## src/rtl/vga_timing_gen.sv

```systemverilog
// vga_timing_gen: VGA raster timing generator driven by a pixel-tick enable.
// Produces hsync/vsync, the visible-area flag, pixel coordinates and
// line/frame start strobes. All outputs come straight from registers.
// Optional feature macro: VGA_TIMING_FRAME_CNT_EN adds an 8-bit frame counter
// output (frame_cnt_o). With the macro undefined the port is absent.
module vga_timing_gen #(
    parameter int   H_ACTIVE = 640,
    parameter int   H_FP     = 16,
    parameter int   H_SYNC   = 96,
    parameter int   H_BP     = 48,
    parameter int   V_ACTIVE = 480,
    parameter int   V_FP     = 10,
    parameter int   V_SYNC   = 2,
    parameter int   V_BP     = 33,
    parameter logic SYNC_POL = 1'b0,
    parameter int   COORD_W  = 10
) (
    input  logic               clk_i,
    input  logic               rst_ni,
    input  logic               en_i,
    output logic               hsync_o,
    output logic               vsync_o,
    output logic               inActiveArea_o,
    output logic [COORD_W-1:0] pixel_x_o,
    output logic [COORD_W-1:0] pixel_y_o,
    output logic               line_start_o,
    output logic               frame_start_o
`ifdef VGA_TIMING_FRAME_CNT_EN
    ,
    output logic [7:0]         frame_cnt_o
`endif
);

    localparam int H_TOTAL = H_ACTIVE + H_FP + H_SYNC + H_BP;
    localparam int V_TOTAL = V_ACTIVE + V_FP + V_SYNC + V_BP;

    localparam logic [COORD_W-1:0] H_LAST       = COORD_W'(H_TOTAL - 1);
    localparam logic [COORD_W-1:0] V_LAST       = COORD_W'(V_TOTAL - 1);
    localparam logic [COORD_W-1:0] H_ACT_END    = COORD_W'(H_ACTIVE);
    localparam logic [COORD_W-1:0] V_ACT_END    = COORD_W'(V_ACTIVE);
    localparam logic [COORD_W-1:0] H_SYNC_BEG   = COORD_W'(H_ACTIVE + H_FP);
    localparam logic [COORD_W-1:0] H_SYNC_END   = COORD_W'(H_ACTIVE + H_FP + H_SYNC);
    localparam logic [COORD_W-1:0] V_SYNC_BEG   = COORD_W'(V_ACTIVE + V_FP);
    localparam logic [COORD_W-1:0] V_SYNC_END   = COORD_W'(V_ACTIVE + V_FP + V_SYNC);
    localparam logic [COORD_W-1:0] COORD_ZERO   = {COORD_W{1'b0}};
    localparam logic [COORD_W-1:0] COORD_ONE    = COORD_W'(1);

    // Half-open window test used by both sync decoders: lo <= val < hi
    function automatic logic in_window(
        input logic [COORD_W-1:0] val,
        input logic [COORD_W-1:0] lo,
        input logic [COORD_W-1:0] hi
    );
        return (val >= lo) && (val < hi);
    endfunction

    // Counter and output registers
    logic [COORD_W-1:0] r_h_cnt;
    logic [COORD_W-1:0] r_v_cnt;
    logic               r_active;
    logic               r_hsync;
    logic               r_vsync;
    logic               r_line_start;
    logic               r_frame_start;

    // Combinational next-state values
    logic               w_h_last;
    logic               w_v_last;
    logic [COORD_W-1:0] w_h_nxt;
    logic [COORD_W-1:0] w_v_nxt;
    logic               w_line_wrap;
    logic               w_frame_wrap;
    logic               w_active_nxt;
    logic               w_hsync_nxt;
    logic               w_vsync_nxt;

    assign w_h_last = (r_h_cnt == H_LAST);
    assign w_v_last = (r_v_cnt == V_LAST);

    // Advance the raster position on a pixel tick; wrap at line and frame ends
    always_comb begin
        w_h_nxt      = r_h_cnt;
        w_v_nxt      = r_v_cnt;
        w_line_wrap  = 1'b0;
        w_frame_wrap = 1'b0;
        if (en_i) begin
            if (w_h_last) begin
                w_h_nxt     = COORD_ZERO;
                w_line_wrap = 1'b1;
                if (w_v_last) begin
                    w_v_nxt      = COORD_ZERO;
                    w_frame_wrap = 1'b1;
                end else begin
                    w_v_nxt = r_v_cnt + COORD_ONE;
                end
            end else begin
                w_h_nxt = r_h_cnt + COORD_ONE;
            end
        end else begin
            w_h_nxt = r_h_cnt;
            w_v_nxt = r_v_cnt;
        end
    end

    // Decode level outputs from the next position so they line up with the counters
    always_comb begin
        w_active_nxt = (w_h_nxt < H_ACT_END) && (w_v_nxt < V_ACT_END);
        w_hsync_nxt  = in_window(w_h_nxt, H_SYNC_BEG, H_SYNC_END) ? SYNC_POL : ~SYNC_POL;
        w_vsync_nxt  = in_window(w_v_nxt, V_SYNC_BEG, V_SYNC_END) ? SYNC_POL : ~SYNC_POL;
    end

    // State and output registers; reset parks at the last pixel so the first tick lands on (0,0)
    always_ff @(posedge clk_i or negedge rst_ni) begin
        if (!rst_ni) begin
            r_h_cnt       <= H_LAST;
            r_v_cnt       <= V_LAST;
            r_active      <= 1'b0;
            r_hsync       <= ~SYNC_POL;
            r_vsync       <= ~SYNC_POL;
            r_line_start  <= 1'b0;
            r_frame_start <= 1'b0;
        end else begin
            r_h_cnt       <= w_h_nxt;
            r_v_cnt       <= w_v_nxt;
            r_active      <= w_active_nxt;
            r_hsync       <= w_hsync_nxt;
            r_vsync       <= w_vsync_nxt;
            r_line_start  <= w_line_wrap;
            r_frame_start <= w_frame_wrap;
        end
    end

    assign pixel_x_o      = r_h_cnt;
    assign pixel_y_o      = r_v_cnt;
    assign inActiveArea_o = r_active;
    assign hsync_o        = r_hsync;
    assign vsync_o        = r_vsync;
    assign line_start_o   = r_line_start;
    assign frame_start_o  = r_frame_start;

`ifdef VGA_TIMING_FRAME_CNT_EN
    logic [7:0] r_frame_cnt;

    // Count frames started since reset; steps on the same edge that raises frame_start_o
    always_ff @(posedge clk_i or negedge rst_ni) begin
        if (!rst_ni) begin
            r_frame_cnt <= 8'd0;
        end else if (w_frame_wrap) begin
            r_frame_cnt <= r_frame_cnt + 8'd1;
        end else begin
            r_frame_cnt <= r_frame_cnt;
        end
    end

    assign frame_cnt_o = r_frame_cnt;
`endif

endmodule

```

## config.mk

```make
export PLATFORM = sky130hd
export DESIGN_NAME = vga_timing_gen
export DESIGN_NICKNAME = d
export VERILOG_FILES = /design/src/rtl/vga_timing_gen.sv
export SDC_FILE = /design/constraint.sdc
export NUM_CORES = 1
export LEC_CHECK = 0
export ABC_AREA = 0
export CORE_MARGIN = 3
export CORE_UTILIZATION = 51
export CTS_CLUSTER_DIAMETER = 80
export CTS_CLUSTER_SIZE = 24
export DETAILED_ROUTE_END_ITERATION = 12
export PLACE_DENSITY = 0.8
export SYNTH_ARGS = -nofsm -noshare
export SYNTH_HDL_FRONTEND = slang
export SYNTH_SLANG_ARGS = --single-unit
```

## constraint.sdc

```tcl
create_clock -name clk_i -period 2.3 [get_ports clk_i]
set_clock_uncertainty 0.1 [all_clocks]
set_input_delay 0.23 -clock clk_i [delete_from_list [all_inputs] [get_ports clk_i]]
set_output_delay 0.23 -clock clk_i [all_outputs]
set_load 0.02 [all_outputs]
```

---- Yosys cells after proc, flatten, opt, wreduce, memory -nomap -nowiden ----
Cells that the tools add are included.
W data, S select, Z words.
storage, ports and cells
  flip-flop bits (word level) ............. 25
  latch bits .............................. 0
  memory bits (writable) .................. 0
  ROM bits ................................ 0
  input bits .............................. 3
  memories ................................ 0
operators by class
  add/sub/neg operators ................... 2
  multiply operators ...................... 0
  divide/modulo/power cells ............... 0
  $lt $le $gt $ge ......................... 6
  equality and inequality tests ........... 2
  shift-type cells ........................ 0
  muxes and demuxes ....................... 12
  bitwise operators ....................... 0
  reductions and logical operators ........ 3
operator list
  cell                     count
  $mux W10                 5
  $add A10 B1 Y10 const B  2
  $eq A10 B10 Y1 const B   2
  $lt A10 B10 Y1 const B   2
  $lt A10 B9 Y1 const B    2
  $ge A10 B10 Y1 const B   1
  $ge A10 B9 Y1 const B    1
  $mux W1                  7
  $logic_and A1 B1 Y1      3

---- Logic depth before layout (Yosys ltp) ----
Gate-level depths: netlist of run 1.
  word-level depth ........................ 7
  mapped depth ............................ 9
  mapped depth without buffers ............ 7

---- Least setup slack after synthesis of run 1 ----
Ideal clock, no wire load.
  path kind ............................... register to register
  start point ............................. register r_h_cnt[0] (netlist: pixel_x_o[0])
  end point ............................... register r_vsync (netlist: vsync_o)
  arrival ................................. 2.002 ns
  data required time ...................... 2.114 ns
  path slack .............................. 0.113 ns
  stages on the path, launching flop included .. 9
  period minus slack after synthesis ...... 2.187 ns
  cell sequence ........................... dfstp_2 > ha_1 > and4bb_1 > nand3_2 > inv_2 > buf_6 > mux2i_1 > a22oi_1 > a2111o_1
on the way
  word-level cells in the longest chain between the ends .. 6
ends and longest elaborated chain
  what                                                   RTL line  text
  start, declared                                        58        logic [COORD_W-1:0] r_h_cnt;
  start signal, assigned                                 123       r_h_cnt <= w_h_nxt;
  $eq A10 B10 Y1 *                                       77        assign w_h_last = (r_h_cnt == H_LAST);
  $mux W10 *                                             87        if (w_h_last) begin
  $mux W10 *                                             86        if (en_i) begin
  $ge A10 B9 Y1 / $lt A10 B9 Y1 (equally long branches)  54        return (val >= lo) && (val < hi);
  $logic_and A1 B1 Y1 *                                  54
  $mux W1 *                                              109       w_vsync_nxt = in_window(w_v_nxt, V_SYNC_BEG, V_SYNC_END) ? SYNC_POL : ~SYNC_POL;
  named net w_vsync_nxt                                  75        logic w_vsync_nxt;
  end signal, assigned                                   119       r_vsync <= ~SYNC_POL;
  end signal, assigned                                   127       r_vsync <= w_vsync_nxt;
  end, declared                                          62        logic r_vsync;
The timed path passes the listed nets; every way through them passes the cells marked *.

---- Worst setup path after layout of run 1 ----
  start point ............................. register r_h_cnt[1] (netlist: pixel_x_o[1])
  end point ............................... register r_vsync (netlist: vsync_o)
Same word-level chain as after synthesis.

==> run_results.csv, run 1 <==
group,metric,value,unit
worst_setup_path,cp.arrival,2.40,ns
floorplanning,die_y,58.7,µm
synth,yosysTopAreaCellShare,23.0,%
floorplanning,initial_utilization,55.6,%
worst_setup_path,cp_max_fo,4,
floorplanning,coreArea,2540,µm²
job,maxCapViolCount,0,
synth,async_flop_share,100,%
power,p_leak,0.678,nW
placement,gp_congestion,0.829,
routing,vias,1136,
clock_network,clock_latency,0.32,ns
synth,syn_inst,131,
routing,firstDrtPassIters,4,
synth,syn_area_per_cell,10.8,µm²
floorplanning,die_w,58.7,µm
timing,drv_slew,0,
worst_setup_path,r2r-end,"vsync_o$_DFF_PN1_",
clock_network,clk_pin_slew,0.14,ns
power,vdd_ir_drop_max,0.775,mV
routing,routedWlPerCell,16.4,µm
worst_setup_path,criticalPathCategory,"reg -> reg",
synth,synthTopCellsByArea,"dfrtp_1 (23%), dfstp_2 (22%), xnor2_1 (5.0%)",
worst_setup_path,r2r_cells,6,
global_route,grt_max_degree,26,
floorplanning,row_count,18,
global_route,grt_pass1_wl,5310,µm
clock_network,cts_tree,"yes",
routing,vias_per_cell,5.89,
final_layout,drive_gt1_share,26.4,%
global_route,antenna_found_initial,0,
global_route,grt_usage,20.2,%
synth,ys_seq_area_share,45.3,%
floorplanning,ios,28,
timing,fin_setup_tns,0,ns
timing,worst_slew_pin_slew,0.362,ns
clock_network,cts_inserted_buffers,3,
synth,synthFlopType,"dfrtp_1",
routing,wirelength,3160,µm
synth,synth_seq_cells,25,
synth,synth_area,1410,µm²
routing,drt-initial-drc-count,50,
timing,setup-violations-final,0,
final_layout,num_antenna_cells,0,
final_layout,nNetsFinal,170,
global_route,grt_pass1_vias,1181,
worst_setup_path,cp-start-kind,"flop",
run_status,status,"complete, no violations",
clock_network,cts_buffer_depth,2,
timing,fin_ws,0.0645,ns
synth,synth_edf_count,0,
global_route,grt_overflow_total,0,
timing,slew-limit-headroom,75.7,%
placement,hpwl,2320,µm
worst_setup_path,rrSetupSlack,0.06,ns
synth,synth_nets,137,
worst_setup_path,reg2reg_from,"pixel_x_o[1]$_DFF_PN1_",
power,power_per_cell_area,657,nW/µm²
clock_network,cts.sinks,25,
clock_network,cts_hold_buf,0,
placement,place_ws,0.0143,ns
timing,grt_setup_unrepaired,"no",
synth,synth_cell_types,52,
timing,hold_violations,0,
placement,port-buffer-count,27,
timing,min_period,2.24,ns
clock_network,cts.htree.levels,1,
routing,ant_nets,0,
clock_network,cts_root_buf,"clkbuf_4",
synth,yosys.area.top_type,"dfrtp_1",
final_layout,syn2layout_area_growth,27.3,%
hold_path,worstHoldPathType,"in -> async",
routing,route.detailed.drc,0,
timing,period_share,97.2,%
timing,fmax,447,MHz
synth,yosys_warnings,0,
worst_setup_path,worstPathRequired,2.46,ns
floorplanning,dieArea,3440,µm²
worst_setup_path,worst_setup_path_end_kind,"flop",
cell families (layout without fill, tap and decap cells):
group	after synthesis	count (layout)	synth area share [%]
and+or+nand+nor	56	56	27.3
DFF	25	25	45.3
AOI/OAI and AO/OA	21	21	11.8
buffers and inverters	14	46	5.04
xor gates and xnor gates	9	9	5.58
adders and majority gates	3	3	2.66
muxes	3	3	2.30
cells in the mapped netlist (all sizes together), types with 2 or more instances:
cell type	n
dfstp	12
nor3b	2
or3	3
mux2	2
buf	5
inv	8
and4	2
nor4	2
o21ai	6
nand3b	2
a31oi	2
nand3	6
dfrtp	13
and4b	2
nand2	7
nand4b	2
xnor2	8
ha	3
or2	2
nor2	7
nand4	6
and3	2
a21oi	2
and2	5
sequential cells by signal, indices dropped and copies added (netlist names):
name and flops:
pixel_y_o 10, frame_start_o 1, hsync_o 1, vsync_o 1, pixel_x_o 10, inActiveArea_o 1
line_start_o 1
critical path, stage by stage, from the launching register on:
cell	delay, ns
dfstp_2	0.60
ha_4	0.14
and4bb_2	0.28
nand4_1	0.20
nor4b_4	0.34
o221ai_2	0.15
a2111o_1	0.36
metrics by stage:
| stage | hold slack (ns) | cells | total power (W) | cell area [µm²] | utilization [%] |
|---|---|---|---|---|---|
| after floorplan | -0.166 | 131 | 0.000798 | 1410 | - |
| after global placement | 0.385 | 187 | 0.000942 | 1720 | 67.5 |
| after detailed placement | 0.395 | 187 | 0.000957 | 1720 | 67.5 |
| after CTS | 0.158 | 192 | 0.00116 | 1750 | 68.9 |
| after global routing | 0.170 | 193 | 0.00127 | 1800 | 70.7 |
| final | 0.154 | 193 | 0.00118 | 1800 | 70.7 |
worst max path at each step:
stage,from,end,slack (ns),cells after the start
after floorplan,pixel_x_o[0]$_DFF_PN1_,vsync_o$_DFF_PN1_,0.11,8
after global placement,pixel_x_o[0]$_DFF_PN1_,vsync_o$_DFF_PN1_,0.05,6
after detailed placement,pixel_x_o[0]$_DFF_PN1_,vsync_o$_DFF_PN1_,0.01,6
after CTS,pixel_x_o[0]$_DFF_PN1_,hsync_o$_DFF_PN1_,0.002,8
after global routing,pixel_x_o[1]$_DFF_PN1_,vsync_o$_DFF_PN1_,0.02,6
final,pixel_x_o[1]$_DFF_PN1_,vsync_o$_DFF_PN1_,0.06,6
area by class of cell:
cell class                      instances  area [µm²]
Multi-Input combinational cell         92         737
Clock buffer                            3        22.5
Clock inverter                          1        5.00
Tap cell                               30        37.5
Inverter                                8        35.0
Sequential cell                        25         641
Timing Repair Buffer                   34         323
Fill cell                             198         744
report_power, final:
part | total (W) | internal (W) | leakage, nW | switching (W)
Combinational | 0.000383 | 0.000190 | 0.370 | 0.000193
Clock | 0.000195 | 0.0000651 | 0.0177 | 0.000130
Sequential | 0.000604 | 0.000529 | 0.290 | 0.0000751
Total | 0.00118 | 0.000784 | 0.678 | 0.000399
metal layers:
layer	wire length (µm)	GRT usage (%)	part of all wire, %	vias up
li1	-	-	-	540
met1	1360	25.0	43	557
met2	1610	34.9	51	35
met3	146	2.85	4.6	4
met4	38	9.39	1.2	0
met5	0	0	0	-
what timing repair did:
action                                  4_1_cts  5_1_grt
endpoints found under the setup margin        1        3
gates resized for setup                       0        8
pin swaps                                     2        2
setup buffers                                 1        1
gates cloned                                  0        0
cell usage in the layout (no fill, tap or decap), types with 3 or more instances in the layout:
cell type / synthesis / layout
clkbuf_4: 0 / 3
nand2_1: 7 / 7
dfrtp_1: 13 / 13
clkdlybuf4s50_1: 0 / 27
xnor2_1: 8 / 8
and2_1: 3 / 3
o21ai_0: 6 / 6
nand3_1: 5 / 5
inv_1: 7 / 7
nor2_1: 7 / 7
buf_4: 0 / 7
dfstp_2: 12 / 12
nand4_1: 6 / 6
(Power assumes the default switching activity.)
==> run 2: changes to the inputs <==
- GPL_ROUTABILITY_DRIVEN: default -> 0
- SLEW_MARGIN: default -> 30
==> results of run 2 <==
Same layout as run 1: the final DEF is identical, and so are final timing and power.
==> run 3: changes to the inputs <==
- GPL_ROUTABILITY_DRIVEN: 0 -> default
- SETUP_SLACK_MARGIN: default -> 0.3
==> run 3 against run 2 <==
Effect of this change:
- critical path depth is the same
- core utilization increased by 6.1 points
- hold slack lost 0.0083 ns
- total power up 3.4%
- combinational power rose by 9.9%
- final area grew 8.6%
- non-clock buffer count rose by 15
- sequential share of layout area down 2.8 points
- fmax about the same
- critical endpoint unchanged
==> run_results.csv, run 3 (synthesized netlist as in run 1, its figures left out) <==
group,metric,value,unit
timing,slew-limit-headroom,76.1,%
job,maxCapViolCount,0,
timing,period_share,97.1,%
worst_setup_path,worstPathRequired,2.46,ns
worst_setup_path,endpoint,"vsync_o$_DFF_PN1_",
power,power_per_cell_area,625,nW/µm²
global_route,grt_pass1_vias,1267,
clock_network,cts_hold_buf,0,
worst_setup_path,worst_setup_path_end_kind,"flop",
timing,drv_slew,0,
floorplanning,die_y,58.7,µm
global_route,grt_usage,22.8,%
timing,hold_violations,0,
placement,gp_congestion,0.809,
routing,route.detailed.drc,0,
routing,drt-initial-drc-count,45,
routing,vias,1249,
routing,ant_nets,0,
hold_path,worstHoldPathType,"in -> async",
global_route,grt_overflow_total,0,
timing,setup-violations-final,0,
final_layout,final_common_cell,"clkdlybuf4s50_1",
clock_network,clock_latency,0.32,ns
run_status,status,"complete, no violations",
routing,vias_per_cell,5.98,
routing,wl_met2,1860,µm
placement,placed_area,1730,µm²
timing,fin_ws,0.0662,ns
final_layout,syn2layout_area_growth,38.3,%
final_layout,nNetsFinal,186,
global_route,antenna_found_initial,0,
clock_network,cts.sinks,25,
timing,worst_slew_pin_slew,0.355,ns
clock_network,cts_tree,"yes",
floorplanning,coreArea,2540,µm²
clock_network,clk_pin_slew,0.14,ns
worst_setup_path,r2r_cells,6,
worst_setup_path,cp_max_fo,2,
placement,hpwl,2370,µm
floorplanning,row_count,18,
worst_setup_path,crit_start,"pixel_x_o[0]$_DFF_PN1_",
placement,place_ws,0.0255,ns
timing,fmax,448,MHz
clock_network,cts_root_buf,"clkbuf_4",
worst_setup_path,rrSetupSlack,0.07,ns
routing,wirelength,3750,µm
routing,firstDrtPassIters,4,
placement,port-buffer-count,27,
final_layout,layout_common_cells,"clkdlybuf4s50_1 (27), buf_4 (19), dfrtp_1 (12), dfstp_2 (12), xnor2_1 (8)",
routing,routedWlPerCell,17.9,µm
routing,wl_met1,1540,µm
routing,wl_met3,181,µm
worst_setup_path,cp.arrival,2.39,ns
floorplanning,die_w,58.7,µm
final_layout,drive_gt1_share,35.8,%
final_layout,postLayoutCellArea,1960,µm²
power,p_leak,0.762,nW
routing,top_layer_used,"met4",
clock_network,cts_inserted_buffers,3,
floorplanning,ios,28,
floorplanning,initial_utilization,55.6,%
worst_setup_path,cp-start-kind,"flop",
clock_network,cts.htree.levels,1,
clock_network,cts_buffer_depth,2,
power,vdd_ir_drop_max,0.845,mV
floorplanning,dieArea,3440,µm²
worst_setup_path,reg2reg_from,"pixel_x_o[0]$_DFF_PN1_",
final_layout,num_antenna_cells,0,
global_route,grt_max_degree,26,
global_route,grt_pass1_wl,5990,µm
timing,fin_setup_tns,0,ns
timing,min_period,2.23,ns
worst_setup_path,r2r-end,"vsync_o$_DFF_PN1_",
worst_setup_path,criticalPathCategory,"reg -> reg",
timing,grt_setup_unrepaired,"yes",
## run 3: worst min-delay path by stage
stage / depth (start not counted) / end
global route: 2 / pixel_x_o[5]$_DFF_PN0_
global placement: 2 / pixel_x_o[1]$_DFF_PN1_
floorplan: 0 / frame_start_o$_DFF_PN0_
finish: 2 / pixel_x_o[5]$_DFF_PN0_
detailed placement: 1 / pixel_x_o[2]$_DFF_PN1_
CTS: 2 / pixel_y_o[6]$_DFF_PN0_
## run 3: where the power goes
| group | internal [W] | switching [W] |
|---|---|---|
| clock network | 0.0000679 | 0.000133 |
| registers | 0.000529 | 0.0000717 |
| logic | 0.000216 | 0.000205 |
## run 3: critical path, stage by stage, from the launching register on
cell      delay [ns]
dfstp_2         0.58
ha_4            0.13
and4bb_2        0.24
nand4_1         0.18
nor4b_2         0.37
o221ai_1        0.22
a2111o_1        0.36
## run 3: layout make-up
class	count	area (µm²)
clock buffers	4	26.3
fillers	169	589
inverters	8	32.5
multi-input cells	92	763
flip-flops and latches	25	642
well taps	30	37.5
repair buffers	49	447
repair inverters	1	7.51
## run 3: repair_timing
action / in CTS / in global routing
endpoints found under the setup margin: 9 / 13
gates resized for setup: 10 / 6
gates cloned: 1 / 0
buffers inserted: 13 / 4
pin swaps: 8 / 6
## run 3: stage by stage
step | instances | total power [W] | util, % | hold slack, ns
6_report | 209 | 0.00122 | 76.8 | 0.146
5_1_grt | 209 | 0.00129 | 76.8 | 0.155
4_1_cts | 205 | 0.00123 | 74.9 | 0.152
3_5_place_dp | 187 | 0.000981 | 68.0 | 0.409
3_3_place_gp | 187 | 0.000960 | 68.0 | 0.402
2_1_floorplan | 131 | 0.000814 | - | -0.166
## run 3: layer usage
layer	track usage, %	vias up
met1	27.8	607
met2	38.1	51
li1	-	575
met3	4.17	16
met5	0	-
met4	12.6	0
